===== src/rtl/recog_ctrl_pkg.sv =====
// Shared types and helpers for the recognizer frame controller.
// Build option: RECOG_MATCH_MAP_EN adds the per-bit match_map result port.
package recog_ctrl_pkg;

   localparam int unsigned DEFAULT_DATA_W = 20;

   typedef enum logic [2:0] {
      StIdle,
      StClear,
      StShift,
      StDrain,
      StDone
   } state_e;

   // Requested lengths beyond the frame buffer are truncated to the buffer size.
   function automatic int unsigned clamp_len(input int unsigned len, input int unsigned max_len);
      return (len > max_len) ? max_len : len;
   endfunction

endpackage


===== src/rtl/recog_frame_shifter.sv =====
// Frame buffer for the recognizer controller: holds the latched frame and
// length, walks the bit index and presents the current bit on the serial line.
// Build option: RECOG_MATCH_MAP_EN (no effect in this file).
module recog_frame_shifter
   import recog_ctrl_pkg::*;
#(
   parameter int unsigned DATA_W = DEFAULT_DATA_W,
   parameter int unsigned CNT_W  = $clog2(DATA_W + 1)
) (
   input  logic              clk,
   input  logic              rst,
   input  logic              load_i,
   input  logic [DATA_W-1:0] data_i,
   input  logic [CNT_W-1:0]  len_i,
   input  logic              advance_i,
   input  logic              shift_en_i,
   output logic              bit_o,
   output logic [CNT_W-1:0]  idx_o,
   output logic              last_o
);

   logic [DATA_W-1:0] frame_q, frame_d;
   logic [CNT_W-1:0]  len_q, len_d;
   logic [CNT_W-1:0]  idx_q, idx_d;

   // Next-state: load restarts the walk at bit 0, advance steps one bit.
   always_comb begin
      frame_d = frame_q;
      len_d   = len_q;
      idx_d   = idx_q;
      if (load_i) begin
         frame_d = data_i;
         len_d   = len_i;
         idx_d   = '0;
      end else if (advance_i) begin
         idx_d = idx_q + CNT_W'(1);
      end
   end

   // Frame, length and index registers.
   always_ff @(posedge clk or posedge rst) begin
      if (rst) begin
         frame_q <= '0;
         len_q   <= '0;
         idx_q   <= '0;
      end else begin
         frame_q <= frame_d;
         len_q   <= len_d;
         idx_q   <= idx_d;
      end
   end

   // Serial line is held low outside the shift phase; len_q=0 never flags last.
   always_comb begin
      bit_o  = shift_en_i & frame_q[idx_q];
      idx_o  = idx_q;
      last_o = (idx_q == len_q - CNT_W'(1));
   end

endmodule


===== src/rtl/recog_frame_ctrl.sv =====
// Sequencer for the serial pattern recognizer (at least two 1s, odd number of 0s).
// Clears the recognizer, shifts a latched frame LSB-first, samples F after each
// bit and reports the match count, final F and a done pulse.
// Build option: RECOG_MATCH_MAP_EN adds match_map (bit k = F after bit k).
module recog_frame_ctrl
   import recog_ctrl_pkg::*;
#(
   parameter int unsigned DATA_W = DEFAULT_DATA_W,
   parameter int unsigned CNT_W  = $clog2(DATA_W + 1)
) (
   input  logic              clk,
   input  logic              rst,
   input  logic              start,
   input  logic [DATA_W-1:0] data_in,
   input  logic [CNT_W-1:0]  len,
   output logic              busy,
   output logic              done,
   output logic [CNT_W-1:0]  match_cnt,
   output logic              final_f,
   output logic              rec_x,
   output logic              rec_clr,
`ifdef RECOG_MATCH_MAP_EN
   output logic [DATA_W-1:0] match_map,
`endif
   input  logic              rec_f
);

   state_e           state_q, state_d;
   logic             busy_q, busy_d;
   logic             done_q, done_d;
   logic [CNT_W-1:0] match_cnt_q, match_cnt_d;
   logic             final_f_q, final_f_d;
`ifdef RECOG_MATCH_MAP_EN
   logic [DATA_W-1:0] match_map_q, match_map_d;
   logic [CNT_W-1:0]  sample_idx;
`endif

   logic             load;
   logic             sample_en;
   logic [CNT_W-1:0] len_clamped;
   logic             shf_bit;
   logic [CNT_W-1:0] shf_idx;
   logic             shf_last;

   // Clamp the requested length to the frame buffer size.
   always_comb begin
      len_clamped = CNT_W'(clamp_len(32'(len), DATA_W));
   end

   recog_frame_shifter #(
      .DATA_W (DATA_W),
      .CNT_W  (CNT_W)
   ) u_shifter (
      .clk        (clk),
      .rst        (rst),
      .load_i     (load),
      .data_i     (data_in),
      .len_i      (len_clamped),
      .advance_i  ((state_q == StShift) && !shf_last),
      .shift_en_i (state_q == StShift),
      .bit_o      (shf_bit),
      .idx_o      (shf_idx),
      .last_o     (shf_last)
   );

   // FSM next-state, F sampling and result accumulation.
   // F is registered in the recognizer, so the F for bit k is seen one cycle
   // after bit k was driven: during the next SHIFT cycle, or DRAIN for the last bit.
   always_comb begin
      state_d     = state_q;
      busy_d      = busy_q;
      done_d      = 1'b0;
      match_cnt_d = match_cnt_q;
      final_f_d   = final_f_q;
      load        = 1'b0;
      sample_en   = 1'b0;
`ifdef RECOG_MATCH_MAP_EN
      match_map_d = match_map_q;
      sample_idx  = shf_idx;
`endif
      unique case (state_q)
         StIdle: begin
            // done_q high means this is the done cycle: a start here is dropped.
            if (start && !done_q) begin
               load        = 1'b1;
               busy_d      = 1'b1;
               match_cnt_d = '0;
               final_f_d   = 1'b0;
`ifdef RECOG_MATCH_MAP_EN
               match_map_d = '0;
`endif
               state_d     = (len_clamped == '0) ? StDone : StClear;
            end
         end
         StClear: state_d = StShift;
         StShift: begin
            if (shf_idx != '0) begin
               sample_en = 1'b1;
`ifdef RECOG_MATCH_MAP_EN
               sample_idx = shf_idx - CNT_W'(1);
`endif
            end
            if (shf_last) state_d = StDrain;
         end
         StDrain: begin
            sample_en = 1'b1;
            final_f_d = rec_f;
            state_d   = StDone;
         end
         StDone: begin
            done_d  = 1'b1;
            busy_d  = 1'b0;
            state_d = StIdle;
         end
         default: state_d = StIdle;
      endcase

      if (sample_en && rec_f) begin
         if (match_cnt_q != CNT_W'(DATA_W)) match_cnt_d = match_cnt_q + CNT_W'(1);
`ifdef RECOG_MATCH_MAP_EN
         match_map_d[sample_idx] = 1'b1;
`endif
      end
   end

   // State and result registers.
   always_ff @(posedge clk or posedge rst) begin
      if (rst) begin
         state_q     <= StIdle;
         busy_q      <= 1'b0;
         done_q      <= 1'b0;
         match_cnt_q <= '0;
         final_f_q   <= 1'b0;
`ifdef RECOG_MATCH_MAP_EN
         match_map_q <= '0;
`endif
      end else begin
         state_q     <= state_d;
         busy_q      <= busy_d;
         done_q      <= done_d;
         match_cnt_q <= match_cnt_d;
         final_f_q   <= final_f_d;
`ifdef RECOG_MATCH_MAP_EN
         match_map_q <= match_map_d;
`endif
      end
   end

   // Outputs come straight from flops so they only move on rising clk.
   always_comb begin
      busy      = busy_q;
      done      = done_q;
      match_cnt = match_cnt_q;
      final_f   = final_f_q;
      rec_x     = shf_bit;
      rec_clr   = (state_q == StClear);
`ifdef RECOG_MATCH_MAP_EN
      match_map = match_map_q;
`endif
   end

endmodule


===== config.mk =====
export PLATFORM = sky130hd
export DESIGN_NAME = recog_frame_ctrl
export DESIGN_NICKNAME = d
export VERILOG_FILES = /design/src/rtl/recog_ctrl_pkg.sv /design/src/rtl/recog_frame_shifter.sv /design/src/rtl/recog_frame_ctrl.sv
export SDC_FILE = /design/constraint.sdc
export NUM_CORES = 1
export LEC_CHECK = 0
export CORE_ASPECT_RATIO = 1.75
export CORE_UTILIZATION = 47
export DETAILED_ROUTE_END_ITERATION = 10
export PLACE_DENSITY = 0.77
export SLEW_MARGIN = 10
export SYNTH_ARGS = -nofsm -noshare
export SYNTH_HDL_FRONTEND = slang
export SYNTH_HIERARCHICAL = 1
export SYNTH_SLANG_ARGS = --single-unit

===== constraint.sdc =====
create_clock -name clk -period 2.05 [get_ports clk]
set_input_delay 0.41 -clock clk [delete_from_list [all_inputs] [get_ports clk]]
set_output_delay 0.41 -clock clk [all_outputs]
set_load 0.01 [all_outputs]

### Word level (Yosys, flattened, before mapping)

Index checks and enable logic that the tools add are counted.

| word-level totals | value |
|---|---|
| output and inout port bits | 10 |
| register bits | 41 |

| operators by class | value |
|---|---|
| multiplexer cells | 22 |
| eq/ne operators | 8 |
| reduce and logical (&&, ||, !) cells | 14 |
| magnitude comparators | 2 |
| add/sub/neg operators | 3 |
| bitwise operators | 1 |

Operator list:

| operator | count |
|---|---|
| 5-bit two-way mux | 7 |
| 3-bit case mux with 4 select lines | 1 |
| 5-bit by 1-bit adder with 5-bit output (second input constant) | 2 |
| 3-bit two-way mux | 3 |
| 1-bit two-way mux | 7 |
| 3-bit by 2-bit equality test with 1-bit output (second input constant) | 2 |
| 5-bit by 6-bit less-than comparator with 1-bit output (second input constant) | 1 |
| 1-bit case mux with 2 select lines | 3 |
| 2-bit AND reduction | 3 |
| 2-bit nonzero test | 3 |
| 1-bit binary-select mux with 5-bit select | 1 |
| 5-bit equality test | 1 |
| 5-bit > comparator (second input constant) | 1 |
| 5-bit zero test | 1 |
| 5-bit inequality test (second input constant) | 1 |
| 5-bit nonzero test | 1 |
| 5-bit by 1-bit subtractor with 5-bit output (second input constant) | 1 |
| 2-bit inequality test (second input constant) | 2 |
| 3-bit by 1-bit equality test with 1-bit output (second input constant) | 1 |
| 3-bit equality test (second input constant) | 1 |
| 1-bit logical AND | 3 |
| 3-bit zero test | 1 |
| 1-bit zero test | 2 |
| 1-bit AND | 1 |

### Depth between registers and ports, before layout

| logic depth | value |
|---|---|
| depth in word-level cells | 6 |
| gate-level depth with buffers | 10 |
| gate-level depth less buffers | 10 |

### Modules after synthesis

Netlist, hierarchy kept.

By module, submodules not included:

| module | area each (um^2) | instances | sequential area each (um^2) | cells each |
|---|---|---|---|---|
| recog_frame_shifter | 1515.2 | 1 | 750.7 | 115 |
| recog_frame_ctrl | 656.9 | 1 | 275.3 | 69 |

### Least setup slack after synthesis

Ideal clock, no wire load.

| timing | value |
|---|---|
| kind | register to register |
| start | reg state_q[1] |
| end | reg u_shifter.frame_q[11] |
| stages on the path, launching flop included | 8 |
| slack | -0.099 ns |
| setup time | 0.128 ns |
| path buffers | 4 |
| data arrival time | 2.022 ns |
| cell sequence | dfrtp_1 > clkbuf_1 > or4_1 > clkbuf_1 > inv_2 > clkbuf_1 > clkbuf_1 > mux2_1 |

| between the ends | value |
|---|---|
| longest elaborated chain between the ends | 2 |

Ends and longest elaborated chain:

| what | RTL line | text |
|---|---|---|
| from (decl) | recog_frame_ctrl.sv:28 | `state_e state_q, state_d;` |
| from (signal assigned) | recog_frame_ctrl.sv:129 | `state_q <= StIdle;` |
| from (signal assigned) | recog_frame_ctrl.sv:138 | `state_q <= state_d;` |
| 3-bit zero test | recog_frame_ctrl.sv:81 | `unique case (state_q)` |
| 1-bit two-way mux | recog_frame_ctrl.sv:81 |  |
| named net load | recog_frame_ctrl.sv:38 | `logic load;` |
| to (signal assigned) | recog_frame_shifter.sv:47 | `frame_q <= frame_d;` |
| to (decl) | recog_frame_shifter.sv:22 | `logic [DATA_W-1:0] frame_q, frame_d;` |

The timed path passes the listed nets, and every way through them passes these cells.
A chain may end at the register's enable or synchronous reset.

### Worst setup path after layout

| timing | value |
|---|---|
| start | reg u_shifter.idx_q[1], in the netlist u_shifter/idx_o[1] |
| end | out rec_x |

| between the ends | value |
|---|---|
| longest elaborated chain between the ends | 3 |

Ends and longest elaborated chain:

| what | RTL line | text |
|---|---|---|
| from (decl) | recog_frame_shifter.sv:24 | `logic [CNT_W-1:0] idx_q, idx_d;` |
| from (signal assigned) | recog_frame_shifter.sv:49 | `idx_q <= idx_d;` |
| 1-bit binary-select mux with 5-bit select | recog_frame_shifter.sv:55 | `bit_o = shift_en_i & frame_q[idx_q];` |
| 1-bit two-way mux (implied by the code) | recog_frame_shifter.sv:55 |  |
| 1-bit AND | recog_frame_shifter.sv:55 |  |
| to (decl) | recog_frame_ctrl.sv:20 | `output logic rec_x,` |

Every way passes these cells. The select of a mux whose other input is x is not followed.

==> out/results.tsv <==
metric	value	unit
period utilization	106	%
share of cells above drive strength 1	21.3	%
antenna violations before repair	0	
Iteration-0 DRC Markers	37	
RSZ-0062 raised after global routing	yes	
critical path type	flop to output pin	
Final Hold Fails	0	
Post-Synthesis Cells	184	
routed via count	1554	
CTS Buffer Depth	2	
final core occ	65.1	%
critical path's top delay family	multiplexers	
outcome	finished, violations left	
postcts setup bufs	0	
post-route ant nets	0	
top post-synthesis cells by count	dfrtp_1 (41), mux2_1 (19), nand2_1 (11), nor2_1 (11), inv_1 (8)	
Int Power	2.52	mW
area grow syn2layout	32.1	%
worst slew pin tran	0.408	ns
core outline area	0.00440	mm²
sequential fraction of design power	36.6	%
Num Clock Sinks	41	
Die H	91.9	µm
WP data arrival	1.77	ns
Detail Placement HPWL	3140	µm
number of synthesized flops with an enable pin	0	
most numerous cell in the Yosys netlist	dfrtp_1	
Final Non-Filler Cells	290	
CTS Buf Count	5	
full die area	0.00491	mm²
pin count of the biggest net entering global routing	31	
combinational share of power	46.0	%
clock latency on the worst-skew pair	0.29	ns
Top Ports	39	
Hold Buf Count CTS	0	
Crit. End Element	output pin	
mean post-synth cell area	11.8	µm²
post-layout min period	2.18	ns
htree depth	2	
1st-pass router iterations	4	
switching share of total power	33.8	%
Post-Place Worst Slack	-0.239	ns
count of final setup violators	1	
sequential area share after synthesis	47.2	%
Buf+Inv Stages, Crit Path	1	
max incr delay on CP	0.54	ns
Max Transition Viols Final	0	
max cap viols	0	
Final #Nets	271	
Cell variety after synth	45	
GPL Wtd Cong	0.856	
Synth top area share	47.2	%
ys flop type	dfrtp_1	
first-pass GRT wire length	7350	µm
Hold Crit Class	input pin to asynchronous set/reset pin	
slew margin rel.	72.8	%
setup ws final	-0.129	ns
total power	3.81	mW
Fill cells	356	
crit path max fanout	6	
vias in the first global route	1660	
switching power	1.29	mW
GRT Util Overall	20.8	%
CTS root buf	clkbuf_8	
Worst EP required	1.64	ns
row count	32	
routed vias/inst	5.36	
Overflow after GRT	0	
Die W	53.4	µm
DP Cell Count	282	
Synth area leaders	dfrtp_1 (47%), mux2_1 (9.9%), mux2i_1 (3.2%)	
Leak	1.26	nW
clock skew	0.00353	ns
initial core utilization	49.3	%
#FFs+latches synth	41	
ant diodes	0	
PwrDens	1330	mW/mm²
drt drc	0	
Port Buffers	38	
CTS tree	yes	
post-synth top area cell	dfrtp_1	
failing checks	negative setup slack	
crit path cell chain	mux4_2 -> nor2_2 -> a2bb2oi_2 -> o211ai_2 -> buf_2	
area of the multi-input gates	0.00107	mm²
cell area after synthesis	0.00217	mm²
synth warn	6	
Post-Syn Nets	217	
DRT Wirelength	4110	µm
startpoint types	flop	
Slowest cell on crit path	mux4_2	
post-synthesis async set-or-reset flop share	100	%
clock-pin slew on the worst setup and hold paths	0.07	ns
Max Fclk	459	MHz
DR WL/cell	14.2	µm
register area	0.00103	mm²
clock group share of total power	17.4	%
VDD IR max	933	µV
## final timing paths
kind                                      start              endpoint  slack [ns]  cells after the start
max reg2reg                  u_shifter/idx_o[1]          match_cnt[1]        0.06                      5
max in group asynchronous                   rst    u_shifter/idx_o[1]        1.23                      3
min                                         rst          match_cnt[1]        0.44                      2
max                          u_shifter/idx_o[1]                 rec_x       -0.13                      5
min reg2reg                u_shifter/frame_q[9]  u_shifter/frame_q[9]        0.49                      1
min in group clk           u_shifter/frame_q[9]  u_shifter/frame_q[9]        0.49                      1
## per-stage QoR
stage	hold slack (ns)	setup TNS [ns]	area [µm²]
2_1_floorplan	0.262	-0.0474	2180
3_3_place_gp	0.463	-2.98	2730
3_5_place_dp	0.471	-3.06	2730
4_1_cts	0.459	-0.156	2850
5_1_grt	0.479	-0.206	2870
6_report	0.436	-0.129	2870
## power by group through the flow
stage	Combinational [mW]	Clock (mW)	Sequential [mW]
6_report	1.75	0.661	1.39
3_5_place_dp	1.72	0	1.39
2_1_floorplan	1.24	0	1.31
3_3_place_gp	1.69	0	1.39
5_1_grt	1.93	0.708	1.45
4_1_cts	1.73	0.683	1.39
## what timing repair did
action | in CTS | in global routing
gates resized for setup | 8 | 5
endpoints found under the setup margin | 6 | 3
pin swaps | 2 | 4
## logic make-up (layout without fill, tap and decap cells)
kind of cell             after synthesis  count (layout)  share of synthesized area [%]
adder cells (fa/ha/maj)                4               4                           2.30
buffers and inverters                 21              76                           4.78
XOR/XNOR                              12              12                           4.84
flip-flops                            41              41                           47.2
AO/OA/AOI/OAI                         13              13                           5.88
multiplexers                          34              34                           19.6
AND/OR/NAND/NOR                       59              59                           15.3
## final cells by class
| class | count | share of cell area (%) |
|---|---|---|
| tap | 51 | 2.22 |
| timing repair buffer | 59 | 19.4 |
| multi-input combinational | 122 | 37.3 |
| sequential | 41 | 35.8 |
| clock buffer | 7 | 3.01 |
| inverter | 9 | 1.18 |
| clock inverter | 1 | 1.05 |
## registers in the layout, summed over array words and instances (netlist names)
name,count
final_f,1
done,1
u_shifter/idx_o,5
match_cnt,5
busy,1
state_q,3
u_shifter/frame_q,20
u_shifter/len_q,5
## worst register-to-register path, stage by stage, from the launching register on
cell     delay [ns]
dfrtp_2        0.48
buf_4          0.18
or4_4          0.51
o311a_4        0.35
and3_4         0.18
a31o_1         0.18
## cells in the final DEF (no fill, tap or decap), types with 2 or more instances in the layout
cell type,n
mux4_1,2
clkbuf_8,6
nand4_1,3
dfrtp_1,40
mux2i_1,6
mux4_2,2
buf_12,2
mux2_1,19
inv_1,7
clkdlybuf4s50_1,36
a21oi_1,3
nor3_1,3
nand3b_1,2
o21ai_1,3
nor2_1,10
ha_1,4
nand3_1,4
nand2b_1,2
buf_4,19
nor3_2,2
mux2_2,4
nor2b_1,2
and2_1,4
or4_1,2
xor2_1,7
nand4b_1,2
nand2_1,11
xnor2_1,5
inv_2,2
## per-layer routing
metal  wire [µm]  up-vias  global-route usage (%)
li1            -      750                       -
met1        1510      755                    22.7
met2        2370       42                    36.3
met3         141        7                    4.81
met4          90        0                    8.99
met5           0        -                       0
Power figures use the tool's default switching activity.
